**config.mk**
```make
export PLATFORM = sky130hd
export DESIGN_NAME = vga_timing_gen
export DESIGN_NICKNAME = d
export VERILOG_FILES = /design/src/rtl/vga_pkg.sv /design/src/rtl/vga_axis_counter.sv /design/src/rtl/vga_timing_gen.sv
export SDC_FILE = /design/constraint.sdc
export NUM_CORES = 1
export LEC_CHECK = 0
export CAP_MARGIN = 0
export CORE_MARGIN = 2
export CORE_UTILIZATION = 48
export DETAILED_ROUTE_END_ITERATION = 8
export PLACE_DENSITY = 0.81
export RECOVER_POWER = 25
export SETUP_SLACK_MARGIN = 0.4
export SLEW_MARGIN = 0
export SYNTH_ARGS = -nofsm -noshare
export SYNTH_HDL_FRONTEND = slang
export SYNTH_HIERARCHICAL = 1
export SYNTH_SLANG_ARGS = --single-unit
```
**constraint.sdc**
```tcl
create_clock -name vga_clk -period 2.43 [get_ports vga_clk]
set_input_delay 0.486 -clock vga_clk [delete_from_list [all_inputs] [get_ports vga_clk]]
set_output_delay 0.486 -clock vga_clk [all_outputs]
set_load 0.03 [all_outputs]
```
**src/rtl/vga_pkg.sv**
```systemverilog
// Shared timing defaults, control bundle and helpers for the VGA raster.
// Provides 640x480@60 constants, axis_total() and RGB slice indices.
package vga_pkg;

   localparam int DEF_H_SYNC   = 96;
   localparam int DEF_H_BP     = 48;
   localparam int DEF_H_ACTIVE = 640;
   localparam int DEF_H_FP     = 16;
   localparam int DEF_V_SYNC   = 2;
   localparam int DEF_V_BP     = 33;
   localparam int DEF_V_ACTIVE = 480;
   localparam int DEF_V_FP     = 10;

   // Channel slot within a packed {b,g,r} word, in units of CW.
   localparam int R_IDX = 0;
   localparam int G_IDX = 1;
   localparam int B_IDX = 2;

   // Sync/marker/read-strobe bundle carried down the delay line.
   typedef struct packed {
      logic hs;
      logic vs;
      logic fs;
      logic ls;
      logic rdn;
   } vga_ctl_t;

   function automatic int axis_total(
      input int sync_w,
      input int bp_w,
      input int act_w,
      input int fp_w
   );
      return sync_w + bp_w + act_w + fp_w;
   endfunction

endpackage

```
**src/rtl/vga_axis_counter.sv**
```systemverilog
// One raster axis: counter with sync / back porch / active / front porch.
// Ports: vga_clk, rst, tick in; cnt, wrap, sync, active, first_active out.
module vga_axis_counter
   import vga_pkg::*;
#(
   parameter int SYNC   = DEF_H_SYNC,
   parameter int BP     = DEF_H_BP,
   parameter int ACTIVE = DEF_H_ACTIVE,
   parameter int FP     = DEF_H_FP,
   parameter int CNT_W  = $clog2(axis_total(SYNC, BP, ACTIVE, FP))
)(
   input  logic             vga_clk,
   input  logic             rst,
   input  logic             tick,
   output logic [CNT_W-1:0] cnt,
   output logic             wrap,
   output logic             sync,
   output logic             active,
   output logic             first_active
);

   localparam int TOTAL = axis_total(SYNC, BP, ACTIVE, FP);
   localparam int A_LO  = SYNC + BP;
   localparam int A_HI  = SYNC + BP + ACTIVE - 1;

   localparam logic [CNT_W-1:0] LAST = CNT_W'(TOTAL - 1);
   localparam logic [CNT_W-1:0] SYNC_END = CNT_W'(SYNC);
   localparam logic [CNT_W-1:0] ACT_LO = CNT_W'(A_LO);
   localparam logic [CNT_W-1:0] ACT_HI = CNT_W'(A_HI);

   always_ff @(posedge vga_clk or posedge rst) begin
      if (rst) begin
         cnt <= '0;
      end else if (tick) begin
         cnt <= wrap ? '0 : cnt + 1'b1;
      end
   end

   assign wrap         = (cnt == LAST);
   assign sync         = (cnt < SYNC_END);
   assign active       = (cnt >= ACT_LO) && (cnt <= ACT_HI);
   assign first_active = (cnt == ACT_LO);

endmodule

```
**src/rtl/vga_timing_gen.sv**
```systemverilog
// VGA raster: H/V timing, pixel-RAM addressing, RD_LAT-aligned RGB out.
// In: vga_clk rst en scale2 d_in; out: row/col_addr rdn r g b hs vs
// frame_start line_start. VGA_TIMING_BORDER_EN adds border_rgb rim.
module vga_timing_gen
   import vga_pkg::*;
#(
   parameter int H_SYNC   = DEF_H_SYNC,
   parameter int H_BP     = DEF_H_BP,
   parameter int H_ACTIVE = DEF_H_ACTIVE,
   parameter int H_FP     = DEF_H_FP,
   parameter int V_SYNC   = DEF_V_SYNC,
   parameter int V_BP     = DEF_V_BP,
   parameter int V_ACTIVE = DEF_V_ACTIVE,
   parameter int V_FP     = DEF_V_FP,
   parameter bit HS_POL   = 1'b0,
   parameter bit VS_POL   = 1'b0,
   parameter int CW       = 4,
   parameter int COL_W    = 10,
   parameter int ROW_W    = 9,
   parameter int RD_LAT   = 1
)(
   input  logic              vga_clk,
   input  logic              rst,
   input  logic              en,
   input  logic              scale2,
   input  logic [3*CW-1:0]   d_in,
`ifdef VGA_TIMING_BORDER_EN
   input  logic [3*CW-1:0]   border_rgb,
`endif
   output logic [ROW_W-1:0]  row_addr,
   output logic [COL_W-1:0]  col_addr,
   output logic              rdn,
   output logic [CW-1:0]     r,
   output logic [CW-1:0]     g,
   output logic [CW-1:0]     b,
   output logic              hs,
   output logic              vs,
   output logic              frame_start,
   output logic              line_start
);

   localparam int H_TOTAL =
      axis_total(H_SYNC, H_BP, H_ACTIVE, H_FP);
   localparam int V_TOTAL =
      axis_total(V_SYNC, V_BP, V_ACTIVE, V_FP);
   localparam int HW = $clog2(H_TOTAL);
   localparam int VW = $clog2(V_TOTAL);
   localparam int H_OFF = H_SYNC + H_BP;
   localparam int V_OFF = V_SYNC + V_BP;

   localparam vga_ctl_t CTL_RST = '{
      hs:  ~HS_POL,
      vs:  ~VS_POL,
      fs:  1'b0,
      ls:  1'b0,
      rdn: 1'b1
   };

   if (COL_W < $clog2(H_ACTIVE)) begin : g_bad_col_w
      $fatal(1, "COL_W too narrow for H_ACTIVE");
   end
   if (ROW_W < $clog2(V_ACTIVE)) begin : g_bad_row_w
      $fatal(1, "ROW_W too narrow for V_ACTIVE");
   end
   if (RD_LAT < 1 || RD_LAT > 4) begin : g_bad_rd_lat
      $fatal(1, "RD_LAT must be 1..4");
   end

   logic [HW-1:0] h_cnt;
   logic          h_wrap;
   logic          h_sync;
   logic          h_act;
   logic          h_first;
   logic [VW-1:0] v_cnt;
   logic          v_wrap;
   logic          v_sync;
   logic          v_act;
   logic          v_first;

   vga_axis_counter #(
      .SYNC   (H_SYNC),
      .BP     (H_BP),
      .ACTIVE (H_ACTIVE),
      .FP     (H_FP),
      .CNT_W  (HW)
   ) u_h_cnt (
      .vga_clk      (vga_clk),
      .rst          (rst),
      .tick         (en),
      .cnt          (h_cnt),
      .wrap         (h_wrap),
      .sync         (h_sync),
      .active       (h_act),
      .first_active (h_first)
   );

   vga_axis_counter #(
      .SYNC   (V_SYNC),
      .BP     (V_BP),
      .ACTIVE (V_ACTIVE),
      .FP     (V_FP),
      .CNT_W  (VW)
   ) u_v_cnt (
      .vga_clk      (vga_clk),
      .rst          (rst),
      .tick         (en & h_wrap),
      .cnt          (v_cnt),
      .wrap         (v_wrap),
      .sync         (v_sync),
      .active       (v_act),
      .first_active (v_first)
   );

   // origin tracks h_cnt==0 && v_cnt==0 without wide compares:
   // the counters only reach 0/0 from a double wrap or from reset.
   logic origin;
   logic mode;

   always_ff @(posedge vga_clk or posedge rst) begin
      if (rst) begin
         origin <= 1'b1;
         mode   <= 1'b0;
      end else if (en) begin
         if (origin) begin
            mode <= scale2;
         end
         origin <= h_wrap & v_wrap;
      end
   end

   logic             pix_act;
   logic             rd_act;
   logic [COL_W-1:0] col_rel;
   logic [ROW_W-1:0] row_rel;
   logic [COL_W-1:0] col_nxt;
   logic [ROW_W-1:0] row_nxt;
   vga_ctl_t         s1_nxt;

   assign pix_act = h_act & v_act & en;

   // Modular subtraction in the address width is the truncation.
   assign col_rel = COL_W'(h_cnt) - COL_W'(H_OFF);
   assign row_rel = ROW_W'(v_cnt) - ROW_W'(V_OFF);
   assign col_nxt = mode ? (col_rel >> 1) : col_rel;
   assign row_nxt = mode ? (row_rel >> 1) : row_rel;

`ifdef VGA_TIMING_BORDER_EN
   localparam logic [HW-1:0] H_LAST = HW'(H_OFF + H_ACTIVE - 1);
   localparam logic [VW-1:0] V_LAST = VW'(V_OFF + V_ACTIVE - 1);

   logic rim;

   assign rim = pix_act & (h_first | v_first |
                           (h_cnt == H_LAST) |
                           (v_cnt == V_LAST));
   assign rd_act = pix_act & ~rim;
`else
   assign rd_act = pix_act;
`endif

   always_comb begin
      s1_nxt     = CTL_RST;
      s1_nxt.hs  = h_sync ? HS_POL : ~HS_POL;
      s1_nxt.vs  = v_sync ? VS_POL : ~VS_POL;
      s1_nxt.fs  = pix_act & h_first & v_first;
      s1_nxt.ls  = pix_act & h_first;
      s1_nxt.rdn = ~rd_act;
   end

   // Stage 1 drives the RAM; pipe[] waits out the read latency.
   vga_ctl_t s1;
   vga_ctl_t pipe [RD_LAT];
   vga_ctl_t tail;

   always_ff @(posedge vga_clk or posedge rst) begin
      if (rst) begin
         s1       <= CTL_RST;
         col_addr <= '0;
         row_addr <= '0;
         for (int i = 0; i < RD_LAT; i++) begin
            pipe[i] <= CTL_RST;
         end
      end else begin
         s1       <= s1_nxt;
         col_addr <= col_nxt;
         row_addr <= row_nxt;
         pipe[0]  <= s1;
         for (int i = 1; i < RD_LAT; i++) begin
            pipe[i] <= pipe[i-1];
         end
      end
   end

   assign rdn  = s1.rdn;
   assign tail = pipe[RD_LAT-1];

   logic [3*CW-1:0] pix;

`ifdef VGA_TIMING_BORDER_EN
   logic s1_brd;
   logic brd_pipe [RD_LAT];

   always_ff @(posedge vga_clk or posedge rst) begin
      if (rst) begin
         s1_brd <= 1'b0;
         for (int i = 0; i < RD_LAT; i++) begin
            brd_pipe[i] <= 1'b0;
         end
      end else begin
         s1_brd      <= rim;
         brd_pipe[0] <= s1_brd;
         for (int i = 1; i < RD_LAT; i++) begin
            brd_pipe[i] <= brd_pipe[i-1];
         end
      end
   end

   always_comb begin
      pix = '0;
      if (!tail.rdn) begin
         pix = d_in;
      end
      if (brd_pipe[RD_LAT-1]) begin
         pix = border_rgb;
      end
   end
`else
   always_comb begin
      pix = '0;
      if (!tail.rdn) begin
         pix = d_in;
      end
   end
`endif

   always_ff @(posedge vga_clk or posedge rst) begin
      if (rst) begin
         r           <= '0;
         g           <= '0;
         b           <= '0;
         hs          <= ~HS_POL;
         vs          <= ~VS_POL;
         frame_start <= 1'b0;
         line_start  <= 1'b0;
      end else begin
         r           <= pix[R_IDX*CW +: CW];
         g           <= pix[G_IDX*CW +: CW];
         b           <= pix[B_IDX*CW +: CW];
         hs          <= tail.hs;
         vs          <= tail.vs;
         frame_start <= tail.fs;
         line_start  <= tail.ls;
      end
   end

endmodule
```
Word level (Yosys, flattened, before mapping)
Index checks and enable logic that the tools add are counted.

word-level totals
  register bits after elaboration = 67
  bits in read-only memories = 0
  RAM bits = 0
  memories kept = 0
  input port bits = 16
  bits in latches = 0

cells by class
  div/mod/pow operators = 0
  bitwise logic cells = 7
  shift operators = 0
  mux-type cells = 7
  $mul = 0
  equal/unequal tests = 4
  reduce and logical (&&, ||, !) cells = 3
  add/subtract/negate cells = 4
  magnitude comparators = 6

operators with widths
  operator                                                                              count
  10-bit two-way mux                                                                    3
  10-bit by 1-bit adder with 10-bit output, second input constant                       2
  10-bit equality test, second input constant                                           2
  10-bit <= comparator, second input constant                                           2
  12-bit two-way mux                                                                    1
  10-bit by 6-bit equality test with 1-bit output, second input constant                1
  10-bit by 8-bit equality test with 1-bit output, second input constant                1
  10-bit by 6-bit greater-or-equal comparator with 1-bit output, second input constant  1
  10-bit by 8-bit greater-or-equal comparator with 1-bit output, second input constant  1
  10-bit by 2-bit less-than comparator with 1-bit output, second input constant         1
  10-bit by 7-bit less-than comparator with 1-bit output, second input constant         1
  10-bit by 8-bit subtractor with 10-bit output, second input constant                  1
  9-bit two-way mux                                                                     1
  9-bit by 6-bit subtractor with 9-bit output, second input constant                    1
  1-bit AND                                                                             6
  1-bit logical AND                                                                     2
  1-bit two-way mux                                                                     2
  2-bit AND reduction                                                                   1
  1-bit NOT                                                                             1

Longest topological paths before layout
Gate-level depths: netlist (run 1).

  word-level depth = 6
  gate-level depth with buffers = 8

By module
Netlist (run 1), hierarchy kept.

by module, submodules not included
  module                      sequential area each (sq um)  instances  area an instance (sq um)  cells an instance
  vga_timing_gen              1187.4                        1          1956.9                    171
  vga_axis_counter (u_v_cnt)  250.2                         1          626.9                     69
  vga_axis_counter (u_h_cnt)  250.2                         1          586.8                     61

Worst setup path before layout (run 1)
No wires, ideal clock.

  path kind = register to register
  start = reg u_h_cnt.cnt[6]
  end = reg u_v_cnt.cnt[9]
  arrival time = 2.204 ns
  stages on the path, launching flop included = 9
  clock period less this slack = 2.281 ns
  path slack = 0.149 ns
  data required time = 2.353 ns
  path through = dfrtp_1 -> or2_2 -> clkbuf_1 -> nor3_1 -> and2_1 -> buf_4 -> nand4_1 -> or4_1 -> a21oi_1

on the way
  word-level cells in the longest chain between the ends = 2

ends and longest elaborated chain
  item                    line                    text
  start, declared         vga_axis_counter.sv:15  output logic [CNT_W-1:0] cnt,
  start signal, assigned  vga_axis_counter.sv:35  cnt <= wrap ? '0 : cnt + 1'b1;
  10-bit equality test    vga_axis_counter.sv:39  assign wrap = (cnt == LAST);
  named net h_wrap        vga_timing_gen.sv:70    logic h_wrap;
  1-bit AND               vga_timing_gen.sv:106   .tick (en & h_wrap),
  end signal, assigned    vga_axis_counter.sv:35
  end, declared           vga_axis_counter.sv:15

The timed path passes the listed nets, and every way through them passes these cells.
A chain may end at the register's enable or synchronous reset.

Worst setup path after layout (run 1)
Same ends and word-level chain as after synthesis.

==> results of run 1 <==
## cell type report
class                           instances  area share
Inverter                               19     0.01756
Multi-Input combinational cell        198      0.3232
Clock buffer                            9     0.03050
Timing Repair Buffer                   67      0.1593
Sequential cell                        67      0.4171
Clock inverter                          7     0.02865
Tap cell                               77     0.02372
## metrics by stage
| step | setup slack [ns] | std cells |
|---|---|---|
| 3_3_place_gp | 0.3844 | 420 |
| 6_report | 0.5024 | 444 |
| 4_1_cts | 0.4031 | 436 |
| 2_1_floorplan | 0.3966 | 301 |
| 5_1_grt | 0.3856 | 444 |
| 3_5_place_dp | 0.3357 | 420 |
## registers in the layout, indices dropped and copies added, names as in the netlist
| register | cells |
|---|---|
| u_v_cnt/cnt | 10 |
| vs | 1 |
| col_addr | 10 |
| u_h_cnt/cnt | 10 |
| frame_start | 1 |
| pipe | 5 |
| line_start | 1 |
| hs | 1 |
| g | 4 |
| row_addr | 9 |
| rdn | 1 |
| b | 4 |
| origin | 1 |
| mode | 1 |
| s1 | 4 |
| r | 4 |
## layer usage
layer  vias up  part of all wire  GRT usage
met5         -                 0          0
met4         0             0.029     0.1169
met3        19             0.066    0.03599
met2        95              0.46     0.2905
met1      1193              0.44     0.2363
li1       1185                 -          -
## logic make-up (layout without fill, tap and decap cells)
family	count (synthesis)	in the layout	synth area share
AO/OA/AOI/OAI	57	57	0.1271
adder cells (fa/ha/maj)	6	6	0.02368
AND/OR/NAND/NOR	110	110	0.1843
flip-flops	67	67	0.5324
buffers and inverters	36	102	0.05683
XOR/XNOR	15	15	0.04144
multiplexers	10	10	0.03433
## power groups by stage
| stage | clock network (mW) | logic (mW) | registers, mW |
|---|---|---|---|
| CTS | 1.13 | 0.592 | 1.31 |
| finish | 1.10 | 0.628 | 1.30 |
| floorplan | 0 | 0.279 | 1.44 |
| global placement | 0 | 0.578 | 1.33 |
| global route | 1.18 | 0.687 | 1.32 |
| detailed placement | 0 | 0.589 | 1.33 |
## placed cells by master, fill, tap and decap left out, types with 6 or more instances in the layout
master	count
a21oi_1	12
buf_4	15
clkbuf_8	9
clkdlybuf4s50_1	47
dfrtp_1	53
dfstp_2	8
ha_1	6
inv_1	19
mux2_2	6
nand2_1	27
nand3_1	9
nor2_1	21
nor2b_1	13
nor3_1	7
nor4_1	6
o21ai_0	7
xnor2_1	8
xor2_1	7
## what timing repair did
item / CTS / global route
buffers inserted: 0 / 8
cloned: 0 / 0
setup endpoints to repair: 2 / 6
hold buffers: 0 / 0
resized for setup: 2 / 6
pin swaps: 0 / 2
## path summary, 6_finish.rpt
kind	startpoint	to	slack, ns	cells past startpoint
worst min-delay path	pipe[1]$_DFF_PP0_	line_start$_DFF_PP0_	0.35	0
worst min register to register	pipe[1]$_DFF_PP0_	line_start$_DFF_PP0_	0.35	0
min in group asynchronous	rst	u_h_cnt/cnt[1]$_DFFE_PP0P_	0.60	2
worst max-delay path	u_h_cnt/cnt[6]$_DFFE_PP0P_	u_v_cnt/cnt[9]$_DFFE_PP0P_	0.50	7
worst max register to register	u_h_cnt/cnt[6]$_DFFE_PP0P_	u_v_cnt/cnt[9]$_DFFE_PP0P_	0.50	7
max in group asynchronous	rst	vs$_DFF_PP1_	0.85	3
==> impl_metrics.csv, run 1 <==
group,metric,value,unit
outcome,status,"complete, no violations",
finish,stdcell_area,4061,sq um
worst_setup_path,crit_path_top_delay_cell,"dfrtp_2",
power_and_ir_drop,power.share.clock,0.364,
finish,regArea,1694,sq um
floorplanning,die_area,7271,sq um
global_route,grt_use_total,0.1855,
placement,finalWeightedCongestion,0.8325,
worst_setup_path,cp.arrival,2.15,ns
synthesis,synthArstFlopShare,1.000,
synthesis,synth.yosys.seq_area_share,0.5324,
timing,drv_slew,0,
synthesis,synthesis.nets,323,
synthesis,synth_flop_cell,"dfrtp_1",
clocking,clock_path_buffers,2,
global_route,grt_overflow,0,
power_and_ir_drop,finalPower,3.030,mW
synthesis,yosysMostFrequentCell,"dfrtp_1",
synthesis,syn_inst,301,
floorplanning,row_count,29,
clocking,clk_pin_slew,0.07,ns
finish,num-nets-final,384,
global_route,grt_pass1_wl,10500,um
detailed_routing,wire_per_inst,15.05,um
power_and_ir_drop,ir_drop,0.5445,mV
timing,setup_viol,0,
placement,place_area,3750,sq um
timing,finalHoldViolCount,0,
worst_setup_path,cp-start-kind,"register",
finish,layout-drive-gt1-share,0.1635,
clocking,cts.sinks,67,
power_and_ir_drop,power_frac_comb,0.207,
timing,rsz0062_at_grt,"no",
synthesis,synth_area_leader_cell,"dfrtp_1",
timing,layout_min_cycle_time,1.928,ns
clocking,cts_tree,"built",
worst_setup_path,endpoint_kind,"register",
finish,multi_input_area,1313,sq um
detailed_routing,routed_via_density,5.613,
synthesis,synth.distinct_cells,58,
finish,final_util,0.6360,
synthesis,synth-edff-count,0,
timing,timing.hold.ws,0.3523,ns
floorplanning,io_pins,52,
detailed_routing,routed_wl,6682,um
worst_setup_path,worstPathMaxFanout,7,
floorplanning,die_h,85.27,um
hold_path,hold_class,"reg2reg",
detailed_routing,drtIter0Drc,127,
detailed_routing,postRouteAntennaNets,0,
clocking,ctsRootBufferMaster,"clkbuf_8",
global_route,grt_max_degree,32,
timing,slew_headroom,0.3531,
finish,synthToLayoutAreaGrowth,28.10,%
worst_setup_path,cp.required,2.65,ns
floorplanning,coreArea,6386,sq um
clocking,numCtsBuffers,9,
synthesis,synth_common_cells,"58 x dfrtp_1, 27 x nand2_1, 21 x nor2_1",
finish,fillers,499,
synthesis,avgSynthCellArea,10.53,sq um
timing,fin_tns_setup,0,ns
detailed_routing,firstDrtPassIters,4,
synthesis,ys_top_cells_by_area,"dfrtp_1 46%, dfstp_2 7.5%, nand2_1 3.2%, nor2b_1 2.6%, nor2_1 2.5%",
power_and_ir_drop,intPower,2.180,mW
worst_setup_path,worst-setup-path-type,"reg2reg",
clocking,htreeDepth,3,
floorplanning,die_w,85.27,um
placement,portBuffers,51,
timing,fmax,0.5188,GHz
power_and_ir_drop,p_leak,1.684,nW
synthesis,ys_warn_count,6,
power_and_ir_drop,switchingPower,850.0,uW
global_route,antenna_found_initial,0,
clocking,clock_latency,0.34,ns
synthesis,synth_top_area_share,0.4578,
worst_setup_path,crit_chain,"or2_4, nor3_2, and2_1, nand4_1, buf_4, o31ai_1, a21oi_1",
timing,fin_crit_sh,0.7932,
worst_setup_path,critPathMaxStageDelay,0.43,ns
floorplanning,initial_core_util,0.4965,
worst_setup_path,critical_path.top_delay_family,"simple AND/OR/NAND/NOR gates",
power_and_ir_drop,pwr-share-seq,0.429,
synthesis,mappedNetlistArea,3171,sq um
timing,clock_skew,0.006337,ns
detailed_routing,vias,2492,
global_route,grt_pass1_vias,2329,
timing,worst_slew_pin_slew,0.9693,ns
placement,dp_hpwl,4561,um
flow_run,cap_violations,0,
worst_setup_path,path_buf_inv,1,
synthesis,ys_ff_latch,67,
power_and_ir_drop,power_density,746.1,nW/um^2
detailed_routing,drc,0,
finish,n_antenna_cell,0,
power_and_ir_drop,switching_share,0.2805,
(Power assumes the default switching activity.)
==> run 2, diff against run 1 <==
- CORE_UTILIZATION: 48 -> 53
- PLACE_DENSITY: 0.81 -> 0.84
- clock period: 2.43 -> 1.9 ns (I/O delays scaled with it)
==> run 2 against run 1 <==
  * The flow now finishes with violations (negative setup slack)
  * Register-to-register slack worse by 0.57 ns
  * Via count up 22%
  * Design area up 14%
  * Critical path depth up 1
  * Clock-buffer cell count up 1
  * Combinational power up 74%
  * Non-clock buffer count up 44
  * Sequential share of layout area down 5.1 points
  * Wire length up 53%
  * Utilization up 16 points
  * Clock power up 24%
  * Final cell count up 9.5%
  * Largest power group unchanged
==> impl_metrics.csv, run 2 (synthesized netlist as in run 1, its figures left out) <==
group,metric,value,unit
outcome,status,"finished with violations",
outcome,violations,"negative setup slack",
clocking,cts.sinks,67,
hold_path,hold_depth,0,
floorplanning,coreArea,5851,sq um
worst_setup_path,rr_worst_depth,8,
floorplanning,die_w,81.35,um
placement,place_area,3925,sq um
clocking,htreeDepth,3,
global_route,grt_pass1_vias,2643,
finish,n_antenna_cell,0,
detailed_routing,drtIter0Drc,347,
global_route,grt_pass1_wl,12450,um
floorplanning,row_count,28,
placement,portBuffers,51,
timing,fmax,0.5091,GHz
worst_setup_path,worst-setup-path-type,"reg2reg",
finish,final_common_cell,"dfrtp_1",
worst_setup_path,endpoint_kind,"register",
detailed_routing,routed_wl,10190,um
timing,setup_viol,6,
power_and_ir_drop,power_density,878.6,nW/um^2
timing,layout_min_cycle_time,1.964,ns
finish,synthToLayoutAreaGrowth,46.05,%
global_route,grt_overflow,0,
detailed_routing,firstDrtPassIters,5,
worst_setup_path,worstPathMaxFanout,4,
timing,slew_headroom,0.4039,
finish,largestRegisters,"col_addr x10, u_h_cnt/cnt x10, u_v_cnt/cnt x10",
floorplanning,io_pins,52,
placement,dp_hpwl,5024,um
detailed_routing,wire_per_inst,20.97,um
floorplanning,initial_core_util,0.5419,
finish,layout-drive-gt1-share,0.3625,
floorplanning,die_area,6617,sq um
clocking,clock_path_buffers,2,
clocking,ctsRootBufferMaster,"clkbuf_8",
flow_run,cap_violations,0,
timing,drv_slew,0,
power_and_ir_drop,p_leak,2.021,nW
timing,finalHoldViolCount,0,
finish,layout_common_cells,"53 x dfrtp_1, 43 x buf_4, 30 x dlygate4sd2_1, 25 x nand2_1",
finish,stdcell_area,4631,sq um
placement,finalWeightedCongestion,0.7915,
finish,final_util,0.7915,
timing,fin_tns_setup,-0.1867,ns
worst_setup_path,cp.arrival,2.23,ns
worst_setup_path,cp-start-kind,"register",
finish,num-nets-final,428,
timing,timing.final.ws_setup,-0.06421,ns
clocking,numCtsBuffers,9,
timing,rsz0062_at_grt,"yes",
global_route,grt_max_degree,42,
clocking,clk_pin_slew,0.08,ns
detailed_routing,postRouteAntennaNets,0,
timing,worst_slew_pin_slew,0.8942,ns
detailed_routing,vias,3043,
worst_setup_path,cp.required,2.17,ns
floorplanning,die_h,81.35,um
global_route,grt_use_total,0.2546,
clocking,cts_tree,"built",
clocking,clock_latency,0.35,ns
power_and_ir_drop,ir_drop,0.8077,mV
detailed_routing,routed_via_density,6.261,
hold_path,hold_class,"reg2reg",
detailed_routing,drc,0,
timing,clock_skew,0.007305,ns
finish,fillers,314,
global_route,antenna_found_initial,0,
clocking,hold_buffers,0,
timing,fin_crit_sh,1.034,
==> run 2: repair_timing <==
item / 4_1_cts / 5_1_grt
setup buffers: 13 / 18
pin swaps: 11 / 26
endpoints found under the hold margin: 0 / 0
resized for setup: 70 / 58
setup endpoints to repair: 56 / 29
==> run 2: worst max-delay path: stages, from the launching register on <==
cell and delay [ns]:
dfrtp_1 0.38, nand4b_1 0.28, nor3_4 0.26, and2_4 0.18, nand4_1 0.18, buf_4 0.20, buf_6 0.12, nor3_4 0.12
xor2_1 0.17
==> run 2: final cells by class <==
| cell class | count | area [sq um] | share of cell area |
|---|---|---|---|
| inverter | 19 | 71.32 | 0.01540 |
| clock buffer | 10 | 137.6 | 0.02972 |
| tap | 75 | 93.84 | 0.02026 |
| sequential | 67 | 1694 | 0.3658 |
| timing repair buffer | 111 | 968.4 | 0.2091 |
| multi-input combinational | 198 | 1577 | 0.3404 |
| clock inverter | 6 | 88.84 | 0.01918 |
==> run 2: metrics by stage <==
step                      cells  worst slack (ns)  hold WS (ns)  total power [mW]
after floorplan             301           -0.1278        0.2200             2.193
after global placement      439           0.04500        0.3328             2.518
after detailed placement    439          -0.03578        0.3355             2.558
after CTS                   468           0.06345        0.3241             3.854
after global routing        486           -0.1726        0.3601             4.224
final                       486          -0.06421        0.3586             4.069
==> run 2: metal layers <==
metal,vias to the layer above,track usage,routed length [um]
li1,1281,-,-
met1,1473,0.3110,3732
met5,-,0,0
met4,0,0.1237,493
met2,232,0.4320,5046
met3,57,0.04778,919
==> run 2: report_power, final <==
group | internal [mW] | total (mW) | switching (mW)
sequential | 1.55 | 1.62 | 0.0614
combinational | 0.464 | 1.09 | 0.625
clock | 0.774 | 1.36 | 0.590
==> run 2: final timing paths <==
check / slack [ns] / to / startpoint
worst min-delay path: 0.36 / pipe[4]$_DFF_PP1_ / s1[4]$_DFF_PP1_
worst max register to register: -0.06 / u_v_cnt/cnt[7]$_DFFE_PP0P_ / u_h_cnt/cnt[7]$_DFFE_PP0P_
worst max-delay path: -0.06 / u_v_cnt/cnt[7]$_DFFE_PP0P_ / u_h_cnt/cnt[7]$_DFFE_PP0P_
max in group asynchronous: 0.23 / frame_start$_DFF_PP0_ / rst
min in group asynchronous: 0.48 / row_addr[8]$_DFF_PP0_ / rst
worst min register to register: 0.36 / pipe[4]$_DFF_PP1_ / s1[4]$_DFF_PP1_
